File: src/rtl/tu_bitslip_ctrl_pkg.sv
// Shared definitions for the trigger-unit link alignment sequencer.
//   - DATA_W / TRAIN_PAT_DEF : deserialised word width and default training word
//   - tu_state_e             : sequencer state encoding, also exported for debug
//   - STAT_*                 : bit positions of the link-status word read by the
//                              AXI register bank, plus a helper that packs it
package tu_bitslip_ctrl_pkg;

    localparam int DATA_W = 64;
    localparam logic [DATA_W-1:0] TRAIN_PAT_DEF = 64'hBC50_BC50_BC50_BC50;

    // slip_count port width; MAX_SLIPS must fit in it
    localparam int SLIP_CNT_W = 7;

    typedef enum logic [2:0] {
        ST_IDLE   = 3'd0,
        ST_CHECK  = 3'd1,
        ST_SLIP   = 3'd2,
        ST_WAIT   = 3'd3,
        ST_LOCKED = 3'd4,
        ST_FAIL   = 3'd5
    } tu_state_e;

    // link-status word layout
    localparam int STATUS_W          = 16;
    localparam int STAT_LOCKED_BIT   = 0;
    localparam int STAT_FAIL_BIT     = 1;
    localparam int STAT_FIFO_ENA_BIT = 2;
    localparam int STAT_SLIP_LSB     = 8;

    function automatic logic [STATUS_W-1:0] pack_status(
        input logic                  locked,
        input logic                  fail,
        input logic                  fifo_ena,
        input logic [SLIP_CNT_W-1:0] slips
    );
        logic [STATUS_W-1:0] s;
        s = '0;
        s[STAT_LOCKED_BIT]                 = locked;
        s[STAT_FAIL_BIT]                   = fail;
        s[STAT_FIFO_ENA_BIT]               = fifo_ena;
        s[STAT_SLIP_LSB +: SLIP_CNT_W]     = slips;
        return s;
    endfunction

endpackage

File: src/rtl/tu_bitslip_ctrl_if.sv
// Link-side bundle of the alignment sequencer.
//   master : the link / register-bank side (drives start, train_mode, raw_data)
//   slave  : the sequencer (drives bitslip, fifo_ena, locked, fail, slip_count,
//            link_status and the state_dbg observation port)
// Signalling: there is no valid/ready pair on this link. raw_data is taken as a
// new word on every clock edge; start is a single-cycle request that is acted on
// at the edge where it is sampled high, with no acknowledge; bitslip is a
// single-cycle pulse to the ISERDES with no acknowledge.
interface tu_bitslip_ctrl_if;
    import tu_bitslip_ctrl_pkg::*;

    logic                  start;
    logic                  train_mode;
    logic [DATA_W-1:0]     raw_data;
    logic                  bitslip;
    logic                  fifo_ena;
    logic                  locked;
    logic                  fail;
    logic [SLIP_CNT_W-1:0] slip_count;
    logic [STATUS_W-1:0]   link_status;
    tu_state_e             state_dbg;

    modport master (
        output start, train_mode, raw_data,
        input  bitslip, fifo_ena, locked, fail, slip_count, link_status, state_dbg
    );

    modport slave (
        input  start, train_mode, raw_data,
        output bitslip, fifo_ena, locked, fail, slip_count, link_status, state_dbg
    );

endinterface

File: src/rtl/tu_sat_counter.sv
// Saturating up-counter with synchronous clear (clear has priority).
//   clk, rst  : clock, asynchronous active-high reset
//   clr_i     : clear to zero
//   inc_i     : increment by one, holding at MAX
//   count_o   : current count, $clog2(MAX+1) bits wide
module tu_sat_counter #(
    parameter  int MAX = 15,
    localparam int W   = $clog2(MAX + 1)
) (
    input  logic         clk,
    input  logic         rst,
    input  logic         clr_i,
    input  logic         inc_i,
    output logic [W-1:0] count_o
);

    localparam logic [W-1:0] MAX_V = W'(MAX);

    logic [W-1:0] count_q;
    logic [W-1:0] count_d;

    always_comb begin
        count_d = count_q;
        if (clr_i) begin
            count_d = '0;
        end else if (inc_i && (count_q != MAX_V)) begin
            count_d = count_q + 1'b1;
        end
    end

    always_ff @(posedge clk or posedge rst) begin
        if (rst) begin
            count_q <= '0;
        end else begin
            count_q <= count_d;
        end
    end

    assign count_o = count_q;

endmodule

File: src/rtl/tu_bitslip_ctrl.sv
// Word-alignment sequencer for the trigger-unit 64-bit deserialised link.
// Compares each raw word with the training pattern, pulses the ISERDES bitslip
// until LOCK_CNT consecutive matches are seen, and only then enables the TU
// capture FIFO. All outputs are registered from the next-state decision, so they
// change on the same edge the state register does.
//   S_AXI_ACLK   : system clock
//   S_AXI_ARESET : asynchronous active-high reset
//   link         : slave side of tu_bitslip_ctrl_if (start, train_mode, raw_data
//                  in; bitslip, fifo_ena, locked, fail, slip_count, link_status,
//                  state_dbg out)
module tu_bitslip_ctrl
    import tu_bitslip_ctrl_pkg::*;
#(
    parameter logic [DATA_W-1:0] TRAIN_PAT = TRAIN_PAT_DEF,
    parameter int                SLIP_WAIT = 4,
    parameter int                MAX_SLIPS = 64,
    parameter int                LOCK_CNT  = 16,
    parameter int                ERR_LIMIT = 4
) (
    input  logic              S_AXI_ACLK,
    input  logic              S_AXI_ARESET,
    tu_bitslip_ctrl_if.slave  link
);

    localparam int MW = $clog2(LOCK_CNT + 1);
    localparam int EW = $clog2(ERR_LIMIT + 1);
    localparam int WW = $clog2(SLIP_WAIT + 1);
    localparam int SW = $clog2(MAX_SLIPS + 1);

    localparam logic [MW-1:0] MATCH_LAST_V = MW'(LOCK_CNT - 1);
    localparam logic [EW-1:0] ERR_LAST_V   = EW'(ERR_LIMIT - 1);
    localparam logic [WW-1:0] WAIT_LAST_V  = WW'(SLIP_WAIT - 1);
    localparam logic [SW-1:0] SLIP_MAX_V   = SW'(MAX_SLIPS);

    if (MAX_SLIPS > 127) begin : g_max_slips_chk
        $error("tu_bitslip_ctrl: MAX_SLIPS must be <= 127");
    end

    tu_state_e state_q, state_d;
    logic      bitslip_q, fifo_ena_q, locked_q, fail_q;

    logic          match;
    logic          match_clr, match_inc;
    logic          err_clr, err_inc;
    logic          wait_clr, wait_inc;
    logic          slip_clr, slip_inc;
    logic [MW-1:0] match_cnt;
    logic [EW-1:0] err_cnt;
    logic [WW-1:0] wait_cnt;
    logic [SW-1:0] slip_cnt;

    assign match = (link.raw_data == TRAIN_PAT);

    // Counter controls. A start request clears every counter regardless of
    // state; otherwise each counter only runs in the state that owns it and is
    // held at zero elsewhere (slip count is the exception: it survives a relock).
    always_comb begin
        match_clr = 1'b1;
        match_inc = 1'b0;
        err_clr   = 1'b1;
        err_inc   = 1'b0;
        wait_clr  = 1'b1;
        wait_inc  = 1'b0;
        slip_clr  = link.start;
        slip_inc  = 1'b0;
        if (!link.start) begin
            case (state_q)
                ST_CHECK: begin
                    match_clr = !match;
                    match_inc = match;
                    slip_inc  = !match && (slip_cnt != SLIP_MAX_V);
                end
                ST_WAIT: begin
                    wait_clr = 1'b0;
                    wait_inc = 1'b1;
                end
                ST_LOCKED: begin
                    // with train_mode low the link carries payload: hold the count
                    err_clr = link.train_mode && match;
                    err_inc = link.train_mode && !match;
                end
                default: ;
            endcase
        end
    end

    always_comb begin
        state_d = state_q;
        if (link.start) begin
            state_d = ST_CHECK;
        end else begin
            case (state_q)
                ST_IDLE: ;
                ST_CHECK: begin
                    if (match) begin
                        if (match_cnt == MATCH_LAST_V) state_d = ST_LOCKED;
                    end else if (slip_cnt == SLIP_MAX_V) begin
                        state_d = ST_FAIL;
                    end else begin
                        state_d = ST_SLIP;
                    end
                end
                ST_SLIP:  state_d = ST_WAIT;
                ST_WAIT: begin
                    if (wait_cnt == WAIT_LAST_V) state_d = ST_CHECK;
                end
                ST_LOCKED: begin
                    if (link.train_mode && !match && (err_cnt == ERR_LAST_V)) state_d = ST_CHECK;
                end
                ST_FAIL: ;
                default:  state_d = ST_IDLE;
            endcase
        end
    end

    always_ff @(posedge S_AXI_ACLK or posedge S_AXI_ARESET) begin
        if (S_AXI_ARESET) begin
            state_q    <= ST_IDLE;
            bitslip_q  <= 1'b0;
            fifo_ena_q <= 1'b0;
            locked_q   <= 1'b0;
            fail_q     <= 1'b0;
        end else begin
            state_q    <= state_d;
            bitslip_q  <= (state_d == ST_SLIP);
            // fifo_ena and locked come from the same decode so they always move together
            fifo_ena_q <= (state_d == ST_LOCKED);
            locked_q   <= (state_d == ST_LOCKED);
            fail_q     <= (state_d == ST_FAIL);
        end
    end

    tu_sat_counter #(.MAX(LOCK_CNT)) u_match_cnt (
        .clk(S_AXI_ACLK), .rst(S_AXI_ARESET), .clr_i(match_clr), .inc_i(match_inc), .count_o(match_cnt)
    );

    tu_sat_counter #(.MAX(ERR_LIMIT)) u_err_cnt (
        .clk(S_AXI_ACLK), .rst(S_AXI_ARESET), .clr_i(err_clr), .inc_i(err_inc), .count_o(err_cnt)
    );

    tu_sat_counter #(.MAX(SLIP_WAIT)) u_wait_cnt (
        .clk(S_AXI_ACLK), .rst(S_AXI_ARESET), .clr_i(wait_clr), .inc_i(wait_inc), .count_o(wait_cnt)
    );

    tu_sat_counter #(.MAX(MAX_SLIPS)) u_slip_cnt (
        .clk(S_AXI_ACLK), .rst(S_AXI_ARESET), .clr_i(slip_clr), .inc_i(slip_inc), .count_o(slip_cnt)
    );

    assign link.bitslip     = bitslip_q;
    assign link.fifo_ena    = fifo_ena_q;
    assign link.locked      = locked_q;
    assign link.fail        = fail_q;
    assign link.slip_count  = SLIP_CNT_W'(slip_cnt);
    assign link.link_status = pack_status(locked_q, fail_q, fifo_ena_q, SLIP_CNT_W'(slip_cnt));
    assign link.state_dbg   = state_q;

endmodule

File: src/flat_wrapper.sv
// flat-port wrapper written by rule: the top's interface ports become plain ports
module tu_bitslip_ctrl_flat import tu_bitslip_ctrl_pkg::*;
#(
    parameter logic [DATA_W-1:0] TRAIN_PAT = TRAIN_PAT_DEF,
    parameter int                SLIP_WAIT = 4,
    parameter int                MAX_SLIPS = 64,
    parameter int                LOCK_CNT  = 16,
    parameter int                ERR_LIMIT = 4
)
  (S_AXI_ACLK, S_AXI_ARESET, link_start, link_train_mode, link_raw_data, link_bitslip, link_fifo_ena, link_locked, link_fail, link_slip_count, link_link_status, link_state_dbg);
  tu_bitslip_ctrl_if link_i ();
  input  logic S_AXI_ACLK;
  input  logic S_AXI_ARESET;
  input wire logic [$bits(link_i.start)-1:0] link_start;
  input wire logic [$bits(link_i.train_mode)-1:0] link_train_mode;
  input wire logic [$bits(link_i.raw_data)-1:0] link_raw_data;
  output wire logic [$bits(link_i.bitslip)-1:0] link_bitslip;
  output wire logic [$bits(link_i.fifo_ena)-1:0] link_fifo_ena;
  output wire logic [$bits(link_i.locked)-1:0] link_locked;
  output wire logic [$bits(link_i.fail)-1:0] link_fail;
  output wire logic [$bits(link_i.slip_count)-1:0] link_slip_count;
  output wire logic [$bits(link_i.link_status)-1:0] link_link_status;
  output wire logic [$bits(link_i.state_dbg)-1:0] link_state_dbg;
  assign link_i.start = link_start;
  assign link_i.train_mode = link_train_mode;
  assign link_i.raw_data = link_raw_data;
  assign link_bitslip = link_i.bitslip;
  assign link_fifo_ena = link_i.fifo_ena;
  assign link_locked = link_i.locked;
  assign link_fail = link_i.fail;
  assign link_slip_count = link_i.slip_count;
  assign link_link_status = link_i.link_status;
  assign link_state_dbg = link_i.state_dbg;
  tu_bitslip_ctrl #(.TRAIN_PAT(TRAIN_PAT), .SLIP_WAIT(SLIP_WAIT), .MAX_SLIPS(MAX_SLIPS), .LOCK_CNT(LOCK_CNT), .ERR_LIMIT(ERR_LIMIT)) u_core (.S_AXI_ACLK(S_AXI_ACLK), .S_AXI_ARESET(S_AXI_ARESET), .link(link_i));
endmodule
File: config.mk
export PLATFORM = sky130hd
export DESIGN_NAME = tu_bitslip_ctrl_flat
export DESIGN_NICKNAME = d
export VERILOG_FILES = /design/src/rtl/tu_bitslip_ctrl_pkg.sv /design/src/rtl/tu_bitslip_ctrl_if.sv /design/src/rtl/tu_sat_counter.sv /design/src/rtl/tu_bitslip_ctrl.sv /design/src/flat_wrapper.sv
export SDC_FILE = /design/constraint.sdc
export NUM_CORES = 1
export LEC_CHECK = 0
export ABC_AREA = 0
export BUFFER_PORTS_ARGS = -buffer_cell sky130_fd_sc_hd__buf_4
export CAP_MARGIN = 40
export CORE_MARGIN = 2
export CORE_UTILIZATION = 45
export DETAILED_ROUTE_END_ITERATION = 12
export GPL_TIMING_DRIVEN = 0
export PLACE_DENSITY = 0.79
export SETUP_SLACK_MARGIN = 0.4
export SYNTH_ARGS = -nofsm -noshare
export SYNTH_HDL_FRONTEND = slang
export SYNTH_SLANG_ARGS = --single-unit
File: constraint.sdc
create_clock -name S_AXI_ACLK -period 2.6 [get_ports S_AXI_ACLK]
set_input_delay 0.52 -clock S_AXI_ACLK [delete_from_list [all_inputs] [get_ports S_AXI_ACLK]]
set_output_delay 0.52 -clock S_AXI_ACLK [all_outputs]
set_load 0.01 [all_outputs]
* After elaboration in Yosys (flattened, before gate mapping)
Index checks and enable logic that the tools add are counted.
** Word-level totals
- Bits in registers :: 24
- Output and inout port bits :: 30
** Cells by class
- Add/sub/neg operators :: 4
- Equal/unequal tests :: 17
- Muxes and demuxes :: 29
- Reductions and logical operators :: 15
** Operator list (number)
- 64-bit equality test (second input constant) :: 1
- 3-bit 2-to-1 mux :: 10
- 3-bit by 2-bit equality test with 1-bit output (second input constant) :: 5
- 3-bit case mux with 5 select lines :: 1
- 1-bit 2-to-1 mux :: 14
- 7-bit 2-to-1 mux :: 2
- 3-bit equality test (second input constant) :: 4
- 5-bit 2-to-1 mux :: 2
- 1-bit logical AND :: 8
- 2-bit nonzero test :: 4
- 7-bit by 1-bit adder with 7-bit output (second input constant) :: 1
- 7-bit equality test (second input constant) :: 1
- 7-bit inequality test (second input constant) :: 1
- 3-bit by 1-bit adder with 3-bit output (second input constant) :: 2
- 3-bit inequality test (second input constant) :: 2
- 5-bit by 1-bit adder with 5-bit output (second input constant) :: 1
- 5-bit by 4-bit equality test with 1-bit output (second input constant) :: 1
- 5-bit inequality test (second input constant) :: 1
- 3-bit by 1-bit equality test with 1-bit output (second input constant) :: 1
- 3-bit logical NOT :: 1
- 2-bit OR reduction :: 1
- 1-bit logical NOT :: 1

* Longest topological paths before layout
Gate-level depths: netlist of the first run.
- Depth in word-level cells :: 8
- Depth in mapped cells :: 7
- Gate-level depth less buffers :: 7

* Modules after synthesis
A second synthesis of the first run with hierarchy kept.
** Second synthesis, totals
- Cell total of the unflattened synthesis :: 204
- Area, all modules :: 1899.3 um2
** Modules (own cells, without submodules)
- tu_bitslip_ctrl :: times used 1, cells each 92, area each 768.2 um2, sequential area each 150.1 um2
- tu_sat_counter (u_core.u_slip_cnt) :: times used 1, cells each 47, area each 441.7 um2, sequential area each 175.2 um2
- tu_sat_counter (u_core.u_err_cnt ...) :: times used 2, cells each 18, area each 202.7 um2, sequential area each 75.1 um2
- tu_sat_counter (u_core.u_match_cnt) :: times used 1, cells each 29, area each 284.0 um2, sequential area each 125.1 um2

* Worst setup path before layout of the first run
Ideal clock, no wire load.
- Kind :: input -> register
- Start :: input link_raw_data[1]
- End :: register u_core.state_q[0], in the netlist u_core.link.state_dbg[0]
- Arrival time :: 2.051 ns
- Required time :: 2.480 ns
- Setup slack :: 0.429 ns
- Cell stages on the path :: 5
- Path through :: nor4b_1 nand4_1 or4_1 or3_1 a31o_2
** On the way
- Cells in the longest elaborated chain, start to end :: 7
- Elaborated cells on any way between the ends :: 8
- Classes of those cells :: eq/ne (1); mux (4); reduce/logical (3)
** Ends and longest elaborated chain
- from (decl) :: RTL line flat_wrapper.sv:16 : input wire logic [$bits(link_i.raw_data)-1:0] link_raw_data;
- 64-bit equality test * :: RTL line tu_bitslip_ctrl.sv:52 : assign match = (link.raw_data == TRAIN_PAT);
- 1-bit logical NOT :: RTL line tu_bitslip_ctrl.sv:108 : if (link.train_mode && !match && (err_cnt == ERR_LAST_V)) state_d = ST_CHECK;
- 1-bit logical AND (2 in a row) :: RTL line tu_bitslip_ctrl.sv:108
- 3-bit 2-to-1 mux :: RTL line tu_bitslip_ctrl.sv:108
- 3-bit case mux with 5 select lines * :: RTL line tu_bitslip_ctrl.sv:92 : case (state_q)
- 3-bit 2-to-1 mux * :: RTL line tu_bitslip_ctrl.sv:89 : if (link.start) begin
- via u_core.state_d[0] :: RTL line tu_bitslip_ctrl.sv:39 : tu_state_e state_q, state_d;
- to (signal assigned) :: RTL line tu_bitslip_ctrl.sv:124 : state_q <= state_d;
- to (decl) :: RTL line tu_bitslip_ctrl.sv:39
Mark *: on every way through the listed nets, which the timed path passes. The rest lies on a longest branch.
A chain may end at the register's enable or synchronous reset.

* Final worst setup path of the first run
- Start :: register u_core.state_q[1], in the netlist u_core.link.state_dbg[1]
- End :: register u_core.u_slip_cnt.count_q[0], in the netlist u_core.u_slip_cnt.count_o[0]
** On the way
- Cells in the longest elaborated chain, start to end :: 5
** Ends and longest elaborated chain
- 3-bit by 1-bit equality test with 1-bit output :: RTL line tu_bitslip_ctrl.sv:67 : case (state_q)
- 1-bit 2-to-1 mux :: RTL line tu_bitslip_ctrl.sv:67
- 1-bit 2-to-1 mux :: RTL line tu_bitslip_ctrl.sv:66 : if (!link.start) begin
- 1-bit logical AND :: RTL line tu_sat_counter.sv:26 : end else if (inc_i && (count_q != MAX_V)) begin
- 2-bit nonzero test (no line)
- to (signal assigned) :: RTL line tu_sat_counter.sv:35 : count_q <= count_d;
- to (decl) :: RTL line tu_sat_counter.sv:19 : logic [W-1:0] count_q;
Every way passes these cells.

==> reports/qor.csv, run 1 <==
metric;value;unit
status;finished clean;
die_h;67.4;um
path_cells;clkbuf_1 > or3b_2 > buf_2 > nor3_1 > mux2_2;
report.final.slew_viol_count;0;
grt_antenna_before_repair;0;
drt_iter0_drc;64;
drv_cap;0;
numCtsBuffers;3;
netlist_instances;199;
syn_area;1810;sq um
cp-start-kind;register;
slew_headroom;60.0;%
placedCellCount;346;
grtUsageTotal;21.1;%
grt-ovfl-total;0;
stdcell_count;350;
grt_pass1_vias;1830;
core_area;3940;sq um
drive_gt1_share;45.3;%
layout_common_cells;buf_4 (108), dfrtp_1 (24), nand2_1 (14);
yosys_most_used_dff;dfrtp_1;
wl_per_cell;13.3;um
critPathMaxFanout;9;
first_pass_iters;5;
finalInstanceArea;2710;sq um
synth_area_per_cell;9.08;sq um
cts-root-buf;clkbuf_8;
postRouteAntennaNets;0;
m1WireLength;1700;um
clock-sinks;24;
max_stage_delay;0.47;ns
powerDensity;324;nW/um^2
reg2reg_from;u_core.link.state_dbg[1];
end_kind;register;
clkSlewWorstSetupHoldPaths;0.08;ns
viasPerCell;5.36;
setup_viol;0;
n_fill_cell;308;
fin_skew;0.00319;ns
tns;0;ns
ir_drop;0.000204;V
setup_ws;0.408;ns
fin_crit;2.19;ns
initial_core_util;45.8;%
timing.fmax;456;MHz
met2_length;2500;um
yosys_warnings;0;
hold_violations;0;
drt_wl_total;4660;um
grt_pass1_wl;7470;um
arrival;2.35;ns
hp-class;primary input to asynchronous set/reset pin;
rsz0062_at_grt;yes;
async_reset_ff_share;100;%
reg2reg_to;u_core.u_slip_cnt.count_o[0];
worstSetupPathType;register to register;
grt_max_degree;14;
cpMaxStageDelayCell;nor3_1;
r2r_setup_slack;0.41;ns
cts_max_path_buffers;2;
period_share;84.3;%
syn2layout_area_growth;50.1;%
dp_hpwl;3850;um
placed_cell_area;2590;sq um
max_slew.worst_pin.slew;0.595;ns
critPathRequiredTime;2.76;ns
routabilityCongestion;0.762;
dieArea;4540;sq um
met3_length;382;um
yosysUniqueCellTypes;43;
num_vias;1875;
final_common_cell;buf_4;
die_w;67.4;um
maxUsedRoutingLayer;met4;
seq_area_frac_synth;33.2;%
synth_edf_count;0;
dp_slack;0.0242;ns
io_pins;98;
antennaDiodeCount;0;
drc;0;
leakagePower;1.28;nW
io_buffers;91;
ys_ff_latch;24;
htree_levels;1;
clkLatencyLatePin;0.27;ns
final_nets;380;
r2r_cells;5;
cts_tree;yes;
floorplan.rows;23;
==> flip-flops by register name (all words and copies together) (netlist names) <==
| register | cells |
|---|---|
| u_core.link.state_dbg | 3 |
| u_core.link.fail | 1 |
| u_core.u_err_cnt.count_o | 3 |
| u_core.link.fifo_ena | 1 |
| u_core.link.bitslip | 1 |
| u_core.u_match_cnt.count_o | 5 |
| u_core.u_slip_cnt.count_o | 7 |
| u_core.u_wait_cnt.count_o | 3 |
==> synthesized netlist by cell type, types with 3 or more instances <==
cell type / count / area [sq um]
a21oi_1: 10 / 50.1
and2_1: 3 / 18.8
and4b_1: 5 / 50.1
buf_2: 5 / 25.0
buf_4: 17 / 128
dfrtp_1: 24 / 601
ha_1: 11 / 138
inv_1: 13 / 48.8
nand2_1: 14 / 52.6
nand2b_1: 3 / 18.8
nand3_1: 6 / 30.0
nand4_1: 9 / 56.3
nor2_1: 10 / 37.5
nor2b_1: 4 / 25.0
nor3_1: 4 / 20.0
nor4_1: 6 / 37.5
nor4b_2: 3 / 45.0
nor4bb_1: 8 / 80.1
o21ai_0: 3 / 15.0
o31ai_1: 3 / 22.5
or4_1: 6 / 45.0
xnor2_1: 3 / 26.3
==> layout make-up <==
class,instances,area [sq um],share of cell area [%]
timing repair buffer,92,698,25.7
multi-input combinational,143,1090,40.1
tap,50,62.6,2.31
buffer,24,160,5.90
inverter,13,48.8,1.80
sequential,24,601,22.1
clock buffer,4,55.1,2.03
==> metrics by stage <==
stage / hold WS [ns] / total power [W] / utilization, %
2_1_floorplan: 0.487 / 0.000496 / -
3_3_place_gp: 0.525 / 0.000615 / 65.2
3_5_place_dp: 0.529 / 0.000624 / 65.6
4_1_cts: 0.294 / 0.000876 / 67.2
5_1_grt: 0.331 / 0.000924 / 68.8
6_report: 0.282 / 0.000879 / 68.8
==> power by group <==
part | leakage, nW | internal [W] | total [W] | switching (W)
logic | 0.922 | 0.000136 | 0.000229 | 0.0000927
registers | 0.329 | 0.000384 | 0.000396 | 0.0000126
clock network | 0.0288 | 0.000135 | 0.000254 | 0.000118
==> metal layers <==
layer	up-vias	global-route usage [%]
met5	-	0
li1	907	-
met2	92	40.0
met1	868	23.4
met3	8	3.17
met4	0	7.91
==> kinds of logic (layout without fill, tap and decap cells) <==
logic type	Yosys count	after routing	share of synthesized area, %
and+or+nand+nor	92	92	33.9
buffers and inverters	37	133	11.6
AOI/OAI and AO/OA	26	26	9.21
DFF	24	24	33.2
adders and majority gates	11	11	7.62
xor gates and xnor gates	4	4	1.94
muxes	4	4	2.35
other	1	6	0.208
==> worst max path at each step <==
stage	end	cells after the start	from	slack, ns
2_1_floorplan	u_core.link.state_dbg[0]	5	link_raw_data[1]	0.43
5_1_grt	u_core.u_slip_cnt.count_o[5]	7	u_core.link.state_dbg[1]	0.28
6_report	u_core.u_slip_cnt.count_o[0]	5	u_core.link.state_dbg[1]	0.41
3_5_place_dp	u_core.u_slip_cnt.count_o[2]	7	link_raw_data[7]	0.02
4_1_cts	u_core.link.state_dbg[0]	6	link_raw_data[7]	0.39
3_3_place_gp	u_core.u_slip_cnt.count_o[2]	7	link_raw_data[7]	0.01
==> worst max-delay path: cells and delay by family, from the launching register on <==
family	cells	cell delay (ns)
muxes	1	0.39
DFF	1	0.38
and+or+nand+nor	2	0.93
buffers and inverters	2	0.37
==> repair_timing <==
action,4_1_cts,5_1_grt
hold buffers,0,0
endpoints found under the setup margin,3,11
pin swaps,0,3
gates resized for setup,1,10
setup buffers,0,0
Power figures use the tool's default switching activity.
==> inputs of run 2 (changes only) <==
==> constraint.sdc (replaced) <==
create_clock -name S_AXI_ACLK -period 2.3 [get_ports S_AXI_ACLK]
set_input_delay 0.46 -clock S_AXI_ACLK [delete_from_list [all_inputs] [get_ports S_AXI_ACLK]]
set_output_delay 0.46 -clock S_AXI_ACLK [all_outputs]
set_load 0.01 [all_outputs]
==> run 2 against run 1 <==
Against the previous run:
- final cell count grew 3.7%
- clock power increased by 17%
- worst setup slack worse by 0.12 ns
- utilization increased by 7.3 points
- sequential share of layout area down 2.1 points
- register-to-register slack gained 0.04 ns
- total power is 19% higher
- flip-flop and latch count is the same
- combinational power up 30%
- cell area rose by 11%
- critical endpoint is now u_core.u_match_cnt.count_o[4]
==> reports/qor.csv, run 2 (synthesis gave the netlist of run 1 again) <==
metric;value;unit;change
wl_per_cell;14.4;um;+8.1%
critPathMaxFanout;5;;-4
drt_iter0_drc;103;;+61%
die_h;67.4;um;unchanged
grt-ovfl-total;0;;unchanged
end_kind;register;;
clkSlewWorstSetupHoldPaths;0.09;ns;about the same
timing.fmax;498;MHz;
placed_cell_area;2630;sq um;+1.6%
drc;0;;unchanged
grt-busiest-layer;met2;;
drv_cap;0;;unchanged
die_w;67.4;um;unchanged
routabilityCongestion;0.799;;+4.9%
io_buffers;91;;unchanged
ff_latch_area;601;sq um;unchanged
grt_max_degree;15;;+1
ir_drop;0.000184;V;-9.8%
drive_gt1_share;51.8;%;+6.4 points
syn2layout_area_growth;66.1;%;
fin_skew;0.00624;ns;+0.00305 ns
grt_pass1_wl;7760;um;+3.8%
total_power;0.00104;W;+19%
powerDensity;348;nW/um^2;+7.3%
grtUsageTotal;22.1;%;+1.1 points
io_pins;98;;unchanged
multi_input_area;1230;sq um;+13%
status;finished clean;;
cp_top_family;simple AND/OR/NAND/NOR gates;;
critPathRequiredTime;2.51;ns;-0.25 ns
grt_antenna_before_repair;0;;unchanged
core_area;3940;sq um;unchanged
drt_wl_total;5220;um;+12%
num_vias;1948;;+3.9%
rsz0062_at_grt;yes;;
path_cells;buf_4 > nor4_2 > nand4_1 > or4_4 > buf_6 > or3_4 > a21oi_2;;
worstSetupPathType;primary input to register;;
finalInstanceArea;3000;sq um;+11%
hold_violations;0;;unchanged
whs;0.189;ns;-0.0937 ns
fin_util;76.1;%;+7.3 points
met2_usage;42.8;%;+2.8 points
worst-path-buf-inv;2;;unchanged
first_pass_iters;4;;-1
grt_pass1_vias;1842;;+0.66%
largest_register_ffs;7;;unchanged
antennaDiodeCount;0;;unchanged
clock-sinks;24;;unchanged
layout_common_cells;buf_4 (115), dfrtp_1 (24), nand2_1 (14);;
cts_max_path_buffers;2;;unchanged
grtUsageMet3;4.83;%;+1.7 points
cpMaxStageDelayCell;or4_4;;
max_slew.worst_pin.slew;0.538;ns;-0.0565 ns
viasPerCell;5.37;;+0.17%
max_stage_delay;0.55;ns;+0.08 ns
floorplan.rows;23;;unchanged
cp-start-kind;primary input;;
arrival;2.22;ns;-0.13 ns
numCtsBuffers;3;;unchanged
final_common_cell;buf_4;;
dieArea;4540;sq um;unchanged
hp-class;primary input to asynchronous set/reset pin;;
htree_levels;1;;unchanged
report.final.slew_viol_count;0;;unchanged
period_share;87.4;%;
fin_crit;2.01;ns;
postRouteAntennaNets;0;;unchanged
final_nets;393;;+3.4%
n_fill_cell;284;;-7.8%
initial_core_util;45.8;%;unchanged
setup_viol;0;;unchanged
gr-usage-met1;23.0;%;-0.45 points
slew_headroom;63.8;%;+3.8 points
clkLatencyLatePin;0.27;ns;about the same
ctsHoldBuffers;0;;unchanged
dp_hpwl;3840;um;-0.27%
cts_tree;yes;;
leakagePower;1.42;nW;+11%
cts-root-buf;clkbuf_8;;
run 2: cell count changes in the layout (fill, tap and decap cells not counted), sizes merged:
cell  change
buf      +13
run 2: power by group:
group / internal (W) / switching (W) / leakage, nW
Combinational: 0.000178 / 0.000120 / 1.07
Sequential: 0.000434 / 0.0000134 / 0.329
Clock: 0.000153 / 0.000145 / 0.0288
run 2: final cells by class:
cell class / instances / area share [%]
multi-input cells: 143 / 40.9
repair buffers: 105 / 27.3
flip-flops and latches: 24 / 20.0
plain buffers: 24 / 6.26
well taps: 50 / 2.09
clock buffers: 4 / 1.83
inverters: 13 / 1.63
run 2: worst paths after layout:
kind / from / end / slack (ns) / cells after the start
max: link_raw_data[32] / u_core.u_match_cnt.count_o[4] / 0.29 / 7
max in group asynchronous: S_AXI_ARESET / u_core.u_slip_cnt.count_o[4] / 1.66 / 3
min reg2reg: u_core.u_wait_cnt.count_o[2] / u_core.u_wait_cnt.count_o[1] / 0.58 / 2
min: S_AXI_ARESET / u_core.u_match_cnt.count_o[4] / 0.19 / 2
max reg2reg: u_core.link.state_dbg[2] / u_core.u_slip_cnt.count_o[5] / 0.45 / 7
min in group S_AXI_ACLK: link_train_mode / u_core.u_err_cnt.count_o[0] / 0.46 / 2
run 2: worst reg2reg max path, stage by stage (launching register included):
cell and delay (ns):
dfrtp_1 0.39, buf_4 0.17, or3b_4 0.40, buf_6 0.14, nor4_2 0.14, nand2_1 0.09
or3_1 0.32, a21oi_2 0.13
run 2: routing by layer:
metal / share of wire (%) / vias up
li1: - / 937
met1: 36 / 895
met2: 53 / 101
met3: 8.3 / 15
met4: 2.5 / 0
met5: 0 / -
run 2: what timing repair did:
| action | CTS | global route |
|---|---|---|
| gates cloned | 1 | 1 |
| buffers inserted | 8 | 3 |
| endpoints found under the setup margin | 18 | 17 |
| gates resized for setup | 26 | 19 |
| pin swaps | 17 | 13 |
run 2: stage by stage:
| step | setup TNS (ns) | worst slack [ns] | std cells |
|---|---|---|---|
| 2_1_floorplan | 0 | 0.273 | 204 |
| 3_3_place_gp | -0.987 | -0.237 | 345 |
| 3_5_place_dp | -0.936 | -0.233 | 346 |
| 4_1_cts | 0 | 0.298 | 359 |
| 5_1_grt | 0 | 0.225 | 363 |
| 6_report | 0 | 0.291 | 363 |
==> inputs of run 3 (changes only) <==
--- a/config.mk
+++ b/config.mk
@@ -5,14 +5,14 @@
 export SDC_FILE = /design/constraint.sdc
 export NUM_CORES = 1
 export LEC_CHECK = 0
-export ABC_AREA = 0
+export ABC_AREA = 1
 export BUFFER_PORTS_ARGS = -buffer_cell sky130_fd_sc_hd__buf_4
 export CAP_MARGIN = 40
 export CORE_MARGIN = 2
 export CORE_UTILIZATION = 45
 export DETAILED_ROUTE_END_ITERATION = 12
 export GPL_TIMING_DRIVEN = 0
-export PLACE_DENSITY = 0.79
+export PLACE_DENSITY = 0.78
 export SETUP_SLACK_MARGIN = 0.4
 export SYNTH_ARGS = -nofsm -noshare
 export SYNTH_HDL_FRONTEND = slang
==> run 3 against run 2 <==
Against the previous run:
- worst setup slack better by 0.30 ns
- cell area is 11% lower
- clock-buffer cell count is 1 lower
- critical endpoint is now u_core.link.fifo_ena
- hold slack better by 0.019 ns
- flip-flop and latch count stayed put
==> reports/qor.csv, run 3 <==
metric;value;unit;change
largest_register_ffs;7;;unchanged
initial_core_util;46.3;%;+0.48 points
gr-usage-met1;24.6;%;+1.6 points
n_fill_cell;333;;+17%
timing.fmax;583;MHz;+17%
pwr-share-clk;35.4;%;+6.8 points
clock-sinks;24;;unchanged
cts_max_path_buffers;2;;unchanged
critPathRequiredTime;2.51;ns;about the same
drive_gt1_share;35.7;%;-16 points
grt-ovfl-total;0;;unchanged
setup_viol;0;;unchanged
grt_max_degree;15;;unchanged
fin_crit;1.71;ns;-0.296 ns
grtUsageTotal;21.3;%;-0.83 points
powerDensity;394;nW/um^2;+13%
seq_area_frac_synth;32.9;%;-0.34 points
report.final.slew_viol_count;0;;unchanged
core_area;3940;sq um;unchanged
critPathMaxFanout;6;;+1
pwr-share-seq;42.3;%;-0.6 points
drv_cap;0;;unchanged
grt_pass1_wl;7450;um;-3.9%
io_buffers;91;;unchanged
clkLatencyLatePin;0.27;ns;about the same
p_sw_share;24.3;%;-2.3 points
switchingPower;0.000257;W;-7.6%
grt-busiest-layer;met2;;
p_int;0.000799;W;+4.5%
placed_cell_area;2610;sq um;-0.86%
post-cts-setup-buffers;0;;-8
worstSetupPathType;register to register;;
io_pins;98;;unchanged
die_h;67.7;um;+0.48%
synth_edf_count;0;;unchanged
cts_tree;yes;;
dp_slack;0.529;ns;+0.762 ns
grt_antenna_before_repair;0;;unchanged
critPathLaunch;u_core.u_slip_cnt.count_o[0];;
antennaDiodeCount;0;;unchanged
yosysUniqueCellTypes;26;;-40%
drc;0;;unchanged
final_common_cell;buf_4;;
netlist_instances;263;;+32%
hp-class;primary input to asynchronous set/reset pin;;
synth_area_per_cell;6.94;sq um;-24%
drt_iter0_drc;121;;+17%
die_w;67.7;um;+0.48%
arrival;1.92;ns;-0.30 ns
max_slew.worst_pin.slew;0.506;ns;-0.0327 ns
tns;0;ns;unchanged
r2r_setup_slack;0.59;ns;+0.14 ns
status;finished clean;;
drt_wl_total;4520;um;-13%
dp_hpwl;3790;um;-1.4%
hold_violations;0;;unchanged
wl_per_cell;10.9;um;-24%
fin_skew;0.00536;ns;-0.000883 ns
layout_common_cells;buf_4 (108), nand2_1 (49), inv_1 (49);;
synth_top_area_share;32.9;%;-0.34 points
numCtsBuffers;3;;unchanged
cp-start-kind;register;;
ctsHoldBuffers;0;;unchanged
routabilityCongestion;0.886;;+11%
first_pass_iters;4;;unchanged
end_kind;register;;
async_reset_ff_share;100;%;unchanged
grt_pass1_vias;1797;;-2.4%
syn_area;1830;sq um;+1.0%
period_share;74.5;%;-13 points
yosys_warnings;0;;unchanged
floorplan.rows;23;;unchanged
postRouteAntennaNets;0;;unchanged
leakagePower;1.54;nW;+8.1%
met2_usage;39.3;%;-3.5 points
ys_ff_latch;24;;unchanged
finalInstanceArea;2680;sq um;-11%
cts-root-buf;clkbuf_8;;
grtUsageMet3;2.50;%;-2.3 points
ir_drop;0.000230;V;+25%
reg2reg_from;u_core.u_slip_cnt.count_o[0];;
combPwrFrac;22.3;%;-6.3 points
clkSlewWorstSetupHoldPaths;0.09;ns;about the same
reg2reg_to;u_core.link.fifo_ena;;
dieArea;4580;sq um;+0.97%
r2r_cells;12;;+5
syn2layout_area_growth;46.8;%;
slew_headroom;66.2;%;+2.4 points
ctsResizeCount;0;;-100%
synthTopCellsByCount;inv_1 (49), nand2_1 (49), nor2_1 (47), dfrtp_1 (24), buf_4 (17);;
setup_ws;0.586;ns;+0.296 ns
num_vias;1884;;-3.3%
yosys.area.top_type;dfrtp_1;;
synthTopCellsByArea;dfrtp_1 (33%), inv_1 (10%), nand2_1 (10%), nor2_1 (9.7%), ha_1 (7.5%);;
rsz0062_at_grt;no;;
final_nets;444;;+13%
htree_levels;1;;unchanged
viasPerCell;4.55;;-15%
yosys_most_used_dff;dfrtp_1;;
## run 3: through the flow
stage	utilization [%]	hold WS [ns]	std cells	power, W
CTS	67.9	0.226	414	0.00106
detailed placement	66.1	0.527	410	0.000688
global route	68.0	0.275	414	0.00110
floorplan	-	0.475	268	0.000554
finish	68.0	0.207	414	0.00106
global placement	65.7	0.536	409	0.000681
## run 3: how the worst max path moves through the flow
| stage | endpoint | slack (ns) | cells past startpoint |
|---|---|---|---|
| final | u_core.link.fifo_ena | 0.59 | 12 |
| after detailed placement | u_core.u_slip_cnt.count_o[2] | 0.53 | 10 |
| after global placement | u_core.u_err_cnt.count_o[1] | 0.57 | 11 |
| after floorplan | u_core.u_slip_cnt.count_o[2] | 0.71 | 10 |
| after CTS | u_core.u_slip_cnt.count_o[2] | 0.50 | 10 |
| after global routing | u_core.u_slip_cnt.count_o[2] | 0.44 | 10 |
## run 3: routing by layer
metal	share of wire, %	wire [um]	vias up
met5	0	0	-
met4	2.6	117	0
met3	4.6	207	13
met2	52	2360	49
met1	41	1840	838
li1	-	-	984
## run 3: kinds of logic (layout without fill, tap and decap cells)
kind of cell,count (synthesis),count (layout),share of synthesized area (%)
AOI/OAI and AO/OA,20,20,5.76
DFF,24,24,32.9
xor gates and xnor gates,2,2,0.960
adders and majority gates,11,11,7.54
other,1,6,0.205
and+or+nand+nor,137,137,35.1
buffers and inverters,68,164,17.5
## run 3: power groups by stage
| stage | clock network [W] | logic [W] | registers (W) |
|---|---|---|---|
| global route | 0.000389 | 0.000265 | 0.000449 |
| detailed placement | 0 | 0.000234 | 0.000454 |
| floorplan | 0 | 0.0000975 | 0.000457 |
| CTS | 0.000378 | 0.000236 | 0.000446 |
| finish | 0.000374 | 0.000236 | 0.000447 |
| global placement | 0 | 0.000227 | 0.000454 |
## run 3: final cells by class
cell class                 instances  area [sq um]  share of cell area [%]
multi-input combinational        176           927                    34.6
timing repair buffer              92           698                    26.1
sequential                        24           601                    22.4
inverter                          50           188                    7.00
buffer                            18           133                    4.95
tap                               50          62.6                    2.33
clock buffer                       3          41.3                    1.54
clock inverter                     1          30.0                    1.12
## run 3: worst max-delay path: stages, from the launching register on
cell,delay (ns)
dfrtp_1,0.45
inv_1,0.11
ha_1,0.14
nand2_1,0.04
nor3_1,0.13
nand3_1,0.20
inv_1,0.12
nand2_2,0.06
nand2_2,0.07
nand2_4,0.06
nand3_2,0.08
nand2_2,0.07
nor2_2,0.13
